## src/rtl/sccb_target_if.sv

```systemverilog
// sccb_target_if
// Groups the SCCB pins and the register-side port of the SCCB target.
//   scl, sda_in  : bus pins as seen by the target (asynchronous to the system clock)
//   sda_oe       : 1 = pad pulls SDA low, 0 = SDA released
//   reg_addr     : register sub-address
//   reg_wdata    : write data, valid while reg_we = 1
//   reg_we       : one-cycle register write strobe
//   reg_rdata    : read data for reg_addr
//   busy         : high from a START to the next STOP
// Modports: slave = the target device, master = the bus/register environment around it.
interface sccb_target_if;
    logic       scl;
    logic       sda_in;
    logic       sda_oe;
    logic [7:0] reg_addr;
    logic [7:0] reg_wdata;
    logic       reg_we;
    logic [7:0] reg_rdata;
    logic       busy;

    modport slave (
        input  scl, sda_in, reg_rdata,
        output sda_oe, reg_addr, reg_wdata, reg_we, busy
    );

    modport master (
        output scl, sda_in, reg_rdata,
        input  sda_oe, reg_addr, reg_wdata, reg_we, busy
    );
endinterface

```

## src/rtl/sccb_target.sv

```systemverilog
// sccb_target
// SCCB target (slave). Oversamples SCL/SDA with clk_25M, decodes 3-phase writes
// (ID, sub-address, data...) and 2-phase reads (ID, data...) and maps them onto
// an 8-bit register port. Write ID is DEVICE_ID, read ID is DEVICE_ID | 1.
// Ports:
//   clk_25M : 25 MHz system clock
//   rst_n   : asynchronous active-low reset
//   bus     : sccb_target_if.slave (scl, sda_in, sda_oe, reg_addr, reg_wdata,
//             reg_we, reg_rdata, busy)
// Optional feature: define SCCB_ACK_EN to drive an I2C-style ACK (SDA low) in the
// ninth bit after a matching ID, the sub-address and every written data byte.
// Without it the ninth bit is left to the pull-up.
module sccb_target #(
    parameter logic [7:0] DEVICE_ID = 8'h42
) (
    input  logic           clk_25M,
    input  logic           rst_n,
    sccb_target_if.slave   bus
);

    localparam logic [3:0] ST_IDLE    = 4'd0;
    localparam logic [3:0] ST_ID      = 4'd1;
    localparam logic [3:0] ST_ID_X    = 4'd2;
    localparam logic [3:0] ST_SUB     = 4'd3;
    localparam logic [3:0] ST_SUB_X   = 4'd4;
    localparam logic [3:0] ST_WDATA   = 4'd5;
    localparam logic [3:0] ST_WDATA_X = 4'd6;
    localparam logic [3:0] ST_RDATA   = 4'd7;
    localparam logic [3:0] ST_RDATA_X = 4'd8;
    localparam logic [3:0] ST_IGNORE  = 4'd9;

    localparam logic [7:0] READ_ID = DEVICE_ID | 8'h01;

    // Synchroniser chains: stage 2 is the synced value, stage 3 its previous value.
    logic scl_s1_r, scl_s2_r, scl_s3_r;
    logic sda_s1_r, sda_s2_r, sda_s3_r;

    logic [3:0] state_r;
    logic [2:0] bit_cnt_r;
    logic [7:0] shift_r;
    logic       sda_oe_r;
    logic       reg_we_r;
    logic       busy_r;
    logic [7:0] reg_addr_r;
    logic [7:0] reg_wdata_r;

    logic       scl_rise_s;
    logic       scl_fall_s;
    logic       start_s;
    logic       stop_s;
    logic       last_bit_s;
    logic [7:0] byte_s;
    logic       ack_drive_s;

    assign scl_rise_s = scl_s2_r & ~scl_s3_r;
    assign scl_fall_s = ~scl_s2_r & scl_s3_r;
    // SDA edges only count as START/STOP while SCL is stable high.
    assign start_s    = scl_s2_r & scl_s3_r & sda_s3_r & ~sda_s2_r;
    assign stop_s     = scl_s2_r & scl_s3_r & ~sda_s3_r & sda_s2_r;
    assign last_bit_s = (bit_cnt_r == 3'd7);
    // Byte including the bit being sampled on this rising edge.
    assign byte_s     = {shift_r[6:0], sda_s2_r};

`ifdef SCCB_ACK_EN
    // In ID_X the shift register still holds the received ID byte.
    assign ack_drive_s = ((state_r == ST_ID_X) && ((shift_r == DEVICE_ID) || (shift_r == READ_ID)))
                       || (state_r == ST_SUB_X) || (state_r == ST_WDATA_X);
`else
    assign ack_drive_s = 1'b0;
`endif

    assign bus.sda_oe    = sda_oe_r;
    assign bus.reg_we    = reg_we_r;
    assign bus.busy      = busy_r;
    assign bus.reg_addr  = reg_addr_r;
    assign bus.reg_wdata = reg_wdata_r;

    // Two-flop synchronisers plus an edge-detect flop; idle bus level is 1.
    always_ff @(posedge clk_25M or negedge rst_n) begin
        if (!rst_n) begin
            scl_s1_r <= 1'b1;
            scl_s2_r <= 1'b1;
            scl_s3_r <= 1'b1;
            sda_s1_r <= 1'b1;
            sda_s2_r <= 1'b1;
            sda_s3_r <= 1'b1;
        end else begin
            scl_s1_r <= bus.scl;
            scl_s2_r <= scl_s1_r;
            scl_s3_r <= scl_s2_r;
            sda_s1_r <= bus.sda_in;
            sda_s2_r <= sda_s1_r;
            sda_s3_r <= sda_s2_r;
        end
    end

    // Protocol FSM: START/STOP override everything, bits sampled on SCL rise, SDA driven on SCL fall.
    always_ff @(posedge clk_25M or negedge rst_n) begin
        if (!rst_n) begin
            state_r     <= ST_IDLE;
            bit_cnt_r   <= 3'd0;
            shift_r     <= 8'h00;
            sda_oe_r    <= 1'b0;
            reg_we_r    <= 1'b0;
            busy_r      <= 1'b0;
            reg_addr_r  <= 8'h00;
            reg_wdata_r <= 8'h00;
        end else begin
            reg_we_r <= 1'b0;
            // Address advances in the cycle after each write strobe (wraps FF -> 00).
            if (reg_we_r) begin
                reg_addr_r <= reg_addr_r + 8'd1;
            end

            if (start_s) begin
                state_r   <= ST_ID;
                bit_cnt_r <= 3'd0;
                busy_r    <= 1'b1;
                sda_oe_r  <= 1'b0;
            end else if (stop_s) begin
                state_r   <= ST_IDLE;
                bit_cnt_r <= 3'd0;
                busy_r    <= 1'b0;
                sda_oe_r  <= 1'b0;
            end else if (scl_rise_s) begin
                case (state_r)
                    ST_ID, ST_SUB, ST_WDATA: begin
                        shift_r <= byte_s;
                        if (last_bit_s) begin
                            bit_cnt_r <= 3'd0;
                            if (state_r == ST_ID) begin
                                state_r <= ST_ID_X;
                            end else if (state_r == ST_SUB) begin
                                reg_addr_r <= byte_s;
                                state_r    <= ST_SUB_X;
                            end else begin
                                reg_wdata_r <= byte_s;
                                reg_we_r    <= 1'b1;
                                state_r     <= ST_WDATA_X;
                            end
                        end else begin
                            bit_cnt_r <= bit_cnt_r + 3'd1;
                        end
                    end
                    ST_ID_X: begin
                        bit_cnt_r <= 3'd0;
                        if (shift_r == DEVICE_ID) begin
                            state_r <= ST_SUB;
                        end else if (shift_r == READ_ID) begin
                            state_r <= ST_RDATA;
                        end else begin
                            state_r <= ST_IGNORE;
                        end
                    end
                    ST_SUB_X, ST_WDATA_X: begin
                        bit_cnt_r <= 3'd0;
                        state_r   <= ST_WDATA;
                    end
                    ST_RDATA: begin
                        // Rising edges here are the master sampling our bits; just count them.
                        if (last_bit_s) begin
                            bit_cnt_r <= 3'd0;
                            state_r   <= ST_RDATA_X;
                        end else begin
                            bit_cnt_r <= bit_cnt_r + 3'd1;
                        end
                    end
                    ST_RDATA_X: begin
                        bit_cnt_r <= 3'd0;
                        if (sda_s2_r) begin
                            state_r <= ST_IGNORE;
                        end else begin
                            reg_addr_r <= reg_addr_r + 8'd1;
                            state_r    <= ST_RDATA;
                        end
                    end
                    default: begin
                        state_r <= state_r;
                    end
                endcase
            end else if (scl_fall_s) begin
                case (state_r)
                    ST_RDATA: begin
                        // First fall of a read byte loads fresh register data.
                        if (bit_cnt_r == 3'd0) begin
                            sda_oe_r <= ~bus.reg_rdata[7];
                            shift_r  <= {bus.reg_rdata[6:0], 1'b0};
                        end else begin
                            sda_oe_r <= ~shift_r[7];
                            shift_r  <= {shift_r[6:0], 1'b0};
                        end
                    end
                    ST_ID_X, ST_SUB_X, ST_WDATA_X: begin
                        sda_oe_r <= ack_drive_s;
                    end
                    default: begin
                        sda_oe_r <= 1'b0;
                    end
                endcase
            end else begin
                state_r <= state_r;
            end
        end
    end

endmodule

```

## src/flat_wrapper.sv

```systemverilog
// flat-port wrapper written by rule: the top's interface ports become plain ports
module sccb_target_flat 
#(
    parameter logic [7:0] DEVICE_ID = 8'h42
)
  (clk_25M, rst_n, bus_scl, bus_sda_in, bus_reg_rdata, bus_sda_oe, bus_reg_addr, bus_reg_wdata, bus_reg_we, bus_busy);
  sccb_target_if bus_i ();
  input  logic clk_25M;
  input  logic rst_n;
  input wire logic [$bits(bus_i.scl)-1:0] bus_scl;
  input wire logic [$bits(bus_i.sda_in)-1:0] bus_sda_in;
  input wire logic [$bits(bus_i.reg_rdata)-1:0] bus_reg_rdata;
  output wire logic [$bits(bus_i.sda_oe)-1:0] bus_sda_oe;
  output wire logic [$bits(bus_i.reg_addr)-1:0] bus_reg_addr;
  output wire logic [$bits(bus_i.reg_wdata)-1:0] bus_reg_wdata;
  output wire logic [$bits(bus_i.reg_we)-1:0] bus_reg_we;
  output wire logic [$bits(bus_i.busy)-1:0] bus_busy;
  assign bus_i.scl = bus_scl;
  assign bus_i.sda_in = bus_sda_in;
  assign bus_i.reg_rdata = bus_reg_rdata;
  assign bus_sda_oe = bus_i.sda_oe;
  assign bus_reg_addr = bus_i.reg_addr;
  assign bus_reg_wdata = bus_i.reg_wdata;
  assign bus_reg_we = bus_i.reg_we;
  assign bus_busy = bus_i.busy;
  sccb_target #(.DEVICE_ID(DEVICE_ID)) u_core (.clk_25M(clk_25M), .rst_n(rst_n), .bus(bus_i));
endmodule
```

## config.mk

```make
export PLATFORM = sky130hd
export DESIGN_NAME = sccb_target_flat
export DESIGN_NICKNAME = d
export VERILOG_FILES = /design/src/rtl/sccb_target_if.sv /design/src/rtl/sccb_target.sv /design/src/flat_wrapper.sv
export SDC_FILE = /design/constraint.sdc
export NUM_CORES = 1
export LEC_CHECK = 0
export BUFFER_PORTS_ARGS = -buffer_cell sky130_fd_sc_hd__buf_2
export CAP_MARGIN = 20
export CORE_ASPECT_RATIO = 0.6
export CORE_MARGIN = 3
export CORE_UTILIZATION = 39
export DETAILED_ROUTE_END_ITERATION = 6
export SLEW_MARGIN = 20
export SYNTH_ARGS = -nofsm -noshare
export SYNTH_HDL_FRONTEND = slang
export SYNTH_SLANG_ARGS = --single-unit
```

## constraint.sdc

```tcl
create_clock -name clk_25M -period 2.6 [get_ports clk_25M]
set_clock_uncertainty 0.05 [all_clocks]
set_input_delay 0.26 -clock clk_25M [delete_from_list [all_inputs] [get_ports clk_25M]]
set_output_delay 0.26 -clock clk_25M [all_outputs]
set_load 0.01 [all_outputs]
```

==> out/metrics.csv, run 1 <==
stage,metric,value,unit
run,max_cap viols,0,
floorplanning,io pins,31,
global_routing,total gr overflow,0,
placed_design,gpl congestion,0.897,
cells_and_area,synth-to-layout area growth,14.4,%
floorplanning,CORE AREA,0.00568,sq mm
power_and_ir_drop,LEAKAGE,1.17,nW
synth,Syn Area/Cell,10.1,sq um
synth,YS warnings,0,
timing,setup TNS,0,ns
power_and_ir_drop,Gate power share,10.7,%
timing,FMAX,449,MHz
clock_tree,CTS tree,built,
worst_setup_path,critical-path maximum fanout,16,
clock_tree,"Reg clk slew, reported paths",0.08,ns
routing,via/cell ratio,5.49,
global_routing,first-pass GRT wire length,9.28,mm
outcome,status,"finished, final reports clean",
synth,sequential-to-total area share from yosys stat,43.4,%
timing,Tightest Pin Transition,0.907,ns
floorplanning,Die Ht,65.8,um
cells_and_area,FILL cells,551,
synth,Yosys reg bits,40,
power_and_ir_drop,Clock Power Share,37.9,%
clock_tree,Worst-Skew Late Latency,0.29,ns
worst_setup_path,CP arrival,2.40,ns
routing,post-route DRC violation count,0,
floorplanning,Die Footprint,0.00696,sq mm
synth,ys async rst share,100,%
clock_tree,H-tree depth,2,
worst_setup_path,slowest CP cell,dfstp_2,
synth,syn nets,250,
synth,cell area after synthesis,0.00233,sq mm
power_and_ir_drop,sw frac,27.0,%
clock_tree,clock buffer depth,2,
worst_setup_path,R2R Setup Slk,0.37,ns
placed_design,port bufs,30,
timing,headroom to the max-slew limit,39.5,%
clock_tree,Num CTS Buffers,5,
worst_setup_path,sequence of cells on the critical path,inv_1 > ha_1 > or3b_2 > a221oi_4 > nor2_1 > a21oi_1,
clock_tree,# clock sinks,40,
synth,Netlist cell types,54,
worst_setup_path,crit start category,flop,
floorplanning,initial core utilization,41.0,%
power_and_ir_drop,Pwr Density,526,mW/mm^2
routing,1st-iter DRT viols,146,
worst_setup_path,WP data required,2.77,ns
timing,final setup fails,0,
synth,number of synthesized flops with an enable pin,0,
worst_setup_path,critical path capture point type,flop,
routing,total number of vias,1878,
synth,Main synth FF type,dfrtp_1,
global_routing,vias in the first global route,1733,
power_and_ir_drop,Pint,1.02,mW
power_and_ir_drop,maximum VDD drop,0.320,mV
routing,ANT nets after route,0,
power_and_ir_drop,reported net switching power,377,uW
global_routing,initial antenna violation count,0,
floorplanning,# rows,21,
timing,hold violation total from the final report,0,
synth,Cells after Synth,231,
worst_setup_path,CP Class,flop to flop,
routing,Routed WL,5.38,mm
clock_tree,Clock Tree Root,clkbuf_8,
timing,Final period util,85.7,%
timing,Final min period,2.23,ns
min_path,worst hold path type,input pin to flop,
cells_and_area,Final #Nets,280,
worst_setup_path,Critical Path Max Stage Delay,0.55,ns
floorplanning,Die W,106,um
global_routing,GR Util All Layers,17.0,%
cells_and_area,n_diodes,0,
placed_design,hpwl dp,3.89,mm
power_and_ir_drop,sequential power share,51.4,%
global_routing,largest net degree at the start of global routing,41,
cells_and_area,share of layout cells above drive strength 1,24.4,%
routing,DRT Pass-1 Iters,5,
timing,RSZ-0062 raised after global routing,false,
power_and_ir_drop,Final Power,1.40,mW
clock_tree,Setup Buffers After CTS,0,
timing,Max Slew Vio Count,0,
cells_and_area,"Core Util, Final",46.9,%
routing,Avg WL per Cell,15.7,um
## kinds of logic (layout without fill, tap and decap cells)
kind of cell | after synthesis | in the layout | share of synthesized area (%)
muxes | 16 | 16 | 7.32
xor gates and xnor gates | 11 | 11 | 4.14
adders and majority gates | 7 | 7 | 3.77
and+or+nand+nor | 78 | 78 | 19.4
AOI/OAI and AO/OA | 56 | 56 | 17.2
DFF | 40 | 40 | 43.4
buffers and inverters | 23 | 54 | 4.79
## Yosys cell counts, types with 2 or more instances
master	n	area, sq um
a21oi_1	15	75.1
a22oi_1	7	52.6
and2_1	7	43.8
buf_2	2	10.0
buf_6	3	33.8
clkbuf_1	6	22.5
dfrtp_1	34	851
dfstp_2	6	158
ha_1	7	87.6
inv_1	11	41.3
mux2_2	7	78.8
mux2i_1	8	80.1
nand2_1	9	33.8
nand3_1	15	75.1
nand3b_1	4	30.0
nand4_1	3	18.8
nor2_1	17	63.8
nor2b_1	3	18.8
nor3_1	3	15.0
nor3b_1	2	15.0
o2111ai_1	3	26.3
o21ai_0	7	35.0
o22ai_1	5	31.3
o2bb2ai_1	3	26.3
o31ai_1	2	15.0
or3b_2	3	26.3
or4_1	3	22.5
xnor2_1	7	61.3
xor2_1	4	35.0
## state kept, by name, indices dropped and copies added (netlist names), 3 cells and up
signal and cells:
u_core.shift_r 8, u_core.bus.reg_addr 8, u_core.state_r 4, u_core.bus.reg_wdata 8, u_core.bit_cnt_r 3
## metal layers
layer	vias to the layer above	part of all wire [%]	track usage, %
met1	898	54	27.2
met2	63	38	22.6
met3	5	7.1	4.29
met5	-	0	0
li1	912	-	-
met4	0	0.48	2.91
## layout make-up
| class | instances | area (sq um) | area share [%] |
|---|---|---|---|
| inverter | 11 | 41.3 | 1.55 |
| tap | 80 | 100 | 3.76 |
| clock inverter | 3 | 46.3 | 1.74 |
| clock buffer | 5 | 68.8 | 2.59 |
| sequential | 40 | 1010 | 37.9 |
| multi-input combinational | 168 | 1210 | 45.3 |
| timing repair buffer | 35 | 190 | 7.15 |
## worst paths after layout
kind | start | to | cells past startpoint
max | u_core.scl_s3_r | u_core.shift_r[4] | 6
max reg2reg | u_core.scl_s3_r | u_core.shift_r[4] | 6
min in group asynchronous | rst_n | u_core.bus.busy | 1
max in group asynchronous | rst_n | u_core.shift_r[5] | 1
min reg2reg | u_core.scl_s1_r | u_core.scl_s2_r | 0
min | bus_sda_in | u_core.sda_s1_r | 1
## layout by cell type (no fill, tap or decap), types with 5 or more instances in the layout
cell,synthesis,routed
inv_1,11,11
a21oi_1,15,15
and2_1,7,7
ha_1,7,7
xnor2_1,7,7
dfrtp_1,34,34
a22oi_1,7,7
clkbuf_8,0,5
nor2_1,17,17
buf_2,2,30
mux2i_1,8,8
o22ai_1,5,5
nand3_1,15,15
o21ai_0,7,7
mux2_2,7,7
nand2_1,9,9
dfstp_2,6,6
## stage by stage
step / hold slack [ns] / setup slack [ns] / cell area (sq um) / std cells
after global placement: 0.297 / 0.399 / 2540 / 333
after global routing: 0.00745 / 0.210 / 2660 / 342
after CTS: 0.00361 / 0.357 / 2650 / 341
final: 0.00750 / 0.372 / 2660 / 342
after floorplan: -0.0856 / 0.585 / 2330 / 231
after detailed placement: 0.299 / 0.371 / 2540 / 333
## worst max-delay path, delay by kind of cell, from the launching register on
family,cells,cell delay [ns]
DFF,1,0.55
AOI/OAI and AO/OA,2,0.68
adders and majority gates,1,0.27
buffers and inverters,1,0.04
and+or+nand+nor,2,0.55
## repair_timing
| action | in CTS | in global routing |
|---|---|---|
| hold endpoints to repair | 0 | 1 |
| gates resized for setup | 0 | 0 |
| hold buffers | 0 | 1 |
## power by group through the flow
stage                     Sequential [mW]  Clock [mW]  Combinational [mW]
after floorplan                     0.704           0               0.108
after global placement              0.731           0               0.147
after detailed placement            0.731           0               0.149
after CTS                           0.719       0.543               0.150
after global routing                0.727       0.576               0.172
final                               0.720       0.530               0.149
No activity file was read; power rests on OpenSTA's default activity.
==> run 2, diff against run 1 <==
- CELL_PAD_IN_SITES_DETAIL_PLACEMENT: unset -> 1
- CELL_PAD_IN_SITES_GLOBAL_PLACEMENT: unset -> 1
- PLACE_DENSITY_LB_ADDON: unset -> 0.1
==> run 2 against run 1 <==
Design area decreased by 0.47%. Register-to-register slack worse by 0.02 ns. Die area unchanged. Fmax down 0.89%. Total power fell by 6.7%. Combinational power rose by 5%. Sequential power about the same. Clock-buffer cell count grew 1. Largest cell class unchanged. Hold slack improved by 0.015 ns. Final cell count increased by 0.58%.
==> out/metrics.csv, run 2 (synthesized netlist as in run 1, its figures left out) <==
stage,metric,value,unit,change
placed_design,gpl congestion,0.760,,-15%
routing,1st-iter DRT viols,88,,-40%
floorplanning,initial core utilization,41.0,%,unchanged
cells_and_area,"commonest non-fill, non-tap cells in the layout","dfrtp_1, buf_2, nor2_1",,
worst_setup_path,critical-path maximum fanout,16,,unchanged
placed_design,hpwl dp,4.42,mm,+14%
worst_setup_path,WP data required,2.77,ns,about the same
run,max_cap viols,0,,unchanged
floorplanning,io pins,31,,unchanged
power_and_ir_drop,Final Power,1.31,mW,-6.7%
cells_and_area,"leading cell type in the layout, fill and taps excluded",dfrtp_1,,
routing,post-route DRC violation count,0,,unchanged
power_and_ir_drop,Clock Power Share,32.7,%,-5.2 points
timing,RSZ-0062 raised after global routing,false,,
power_and_ir_drop,LEAKAGE,1.17,nW,-0.36%
power_and_ir_drop,Pint,921,uW,-9.8%
clock_tree,CTS tree,built,,
timing,headroom to the max-slew limit,41.3,%,+1.8 points
clock_tree,"Reg clk slew, reported paths",0.09,ns,about the same
floorplanning,Die Ht,65.8,um,unchanged
cells_and_area,Final #Nets,282,,+0.71%
cells_and_area,n_diodes,0,,unchanged
timing,final setup fails,0,,unchanged
clock_tree,Setup Buffers After CTS,0,,unchanged
power_and_ir_drop,maximum VDD drop,0.198,mV,-38%
clock_tree,Resized Gates After CTS,0,,unchanged
floorplanning,CORE AREA,0.00568,sq mm,unchanged
global_routing,total gr overflow,0,,unchanged
global_routing,vias in the first global route,1989,,+15%
worst_setup_path,crit start category,flop,,
timing,setup TNS,0,ns,unchanged
routing,DRT Pass-1 Iters,4,,-1
clock_tree,Num CTS Buffers,5,,unchanged
cells_and_area,share of layout cells above drive strength 1,24.2,%,-0.19 points
clock_tree,Clock Tree Root,clkbuf_8,,
power_and_ir_drop,Gate power share,12.0,%,+1.3 points
clock_tree,Worst-Skew Late Latency,0.30,ns,about the same
routing,Avg WL per Cell,17.6,um,+12%
routing,total number of vias,1926,,+2.6%
power_and_ir_drop,reported net switching power,385,uW,+1.9%
clock_tree,H-tree depth,2,,unchanged
timing,hold violation total from the final report,0,,unchanged
worst_setup_path,CP Class,flop to flop,,
worst_setup_path,CP arrival,2.42,ns,+0.02 ns
power_and_ir_drop,sw frac,29.5,%,+2.5 points
clock_tree,clock buffer depth,2,,unchanged
global_routing,initial antenna violation count,0,,unchanged
cells_and_area,synth-to-layout area growth,13.9,%,
timing,FMAX,445,MHz,-0.89%
routing,Routed WL,6.06,mm,+13%
floorplanning,Die W,106,um,unchanged
worst_setup_path,R2R Setup Slk,0.35,ns,-0.02 ns
placed_design,port bufs,30,,unchanged
floorplanning,# rows,21,,unchanged
outcome,status,"finished, final reports clean",,
power_and_ir_drop,Pwr Density,493,mW/mm^2,-6.2%
worst_setup_path,critical path capture point type,flop,,
global_routing,largest net degree at the start of global routing,41,,unchanged
min_path,worst hold path type,input pin to asynchronous set/reset pin,,
timing,Max Slew Vio Count,0,,unchanged
floorplanning,Die Footprint,0.00696,sq mm,unchanged
routing,via/cell ratio,5.60,,+2.0%
timing,Tightest Pin Transition,0.881,ns,-0.0265 ns
clock_tree,# clock sinks,40,,unchanged
power_and_ir_drop,sequential power share,55.2,%,+3.8 points
timing,Final min period,2.25,ns,+0.0200 ns
global_routing,first-pass GRT wire length,10.4,mm,+12%
clock_tree,hold_buf cts,2,,+2
timing,Hold WS,0.0227,ns,+0.0152 ns
routing,ANT nets after route,0,,unchanged
global_routing,GR Util All Layers,19.0,%,+2.0 points
timing,Final period util,86.5,%,+0.77 points
run 2: cell types whose count changed in the layout (fill, tap and decap cells not counted):
cell           before  now
dlygate4sd3_1       1    2
clkinv_2            0    1
inv_6               1    0
bufinv_16           1    0
buf_4               4    5
clkbuf_1            0    1
run 2: metrics by stage:
stage | instances | util (%) | setup slack (ns) | cell area (sq um)
final | 344 | 46.7 | 0.352 | 2650
after global routing | 344 | 46.7 | 0.170 | 2650
after CTS | 344 | 46.7 | 0.346 | 2650
after detailed placement | 334 | 44.8 | 0.374 | 2540
after global placement | 334 | 44.8 | 0.450 | 2540
after floorplan | 231 | - | 0.585 | 2330
run 2: power groups by stage:
stage | Clock (mW) | Sequential, mW | Combinational, mW
floorplan | 0 | 0.704 | 0.108
global placement | 0 | 0.729 | 0.152
detailed placement | 0 | 0.732 | 0.157
CTS | 0.437 | 0.720 | 0.161
global route | 0.465 | 0.728 | 0.180
finish | 0.427 | 0.721 | 0.157
run 2: metal layers:
metal | global-route usage, % | vias up | wire [um]
met5 | 0 | - | 0
li1 | - | 915 | -
met1 | 29.1 | 968 | 3320
met2 | 27.1 | 36 | 2450
met3 | 4.10 | 7 | 234
met4 | 4.20 | 0 | 59
run 2: layout make-up:
type | count | area, sq um
clock buffers | 6 | 72.6
clock inverters | 2 | 12.5
fillers | 663 | 3030
inverters | 11 | 41.3
multi-input cells | 168 | 1210
flip-flops and latches | 40 | 1010
well taps | 80 | 100
repair buffers | 37 | 208
run 2: path summary, 6_finish.rpt:
path / depth (start not counted) / to / from
setup / recovery: 6 / u_core.shift_r[1] / u_core.scl_s3_r
setup reg to reg: 6 / u_core.shift_r[1] / u_core.scl_s3_r
hold / removal: 1 / u_core.bus.reg_addr[6] / rst_n
hold reg to reg: 0 / u_core.sda_s2_r / u_core.sda_s1_r
min in group clk_25M: 3 / u_core.shift_r[4] / bus_reg_rdata[3]
max in group asynchronous: 1 / u_core.shift_r[3] / rst_n
run 2: worst max-delay path, stage by stage (launching register included):
cell and delay [ns]:
dfstp_2 0.55, inv_1 0.05, ha_1 0.28, or3b_2 0.47, a221oi_4 0.53, nor2_1 0.09
a21oi_1 0.15
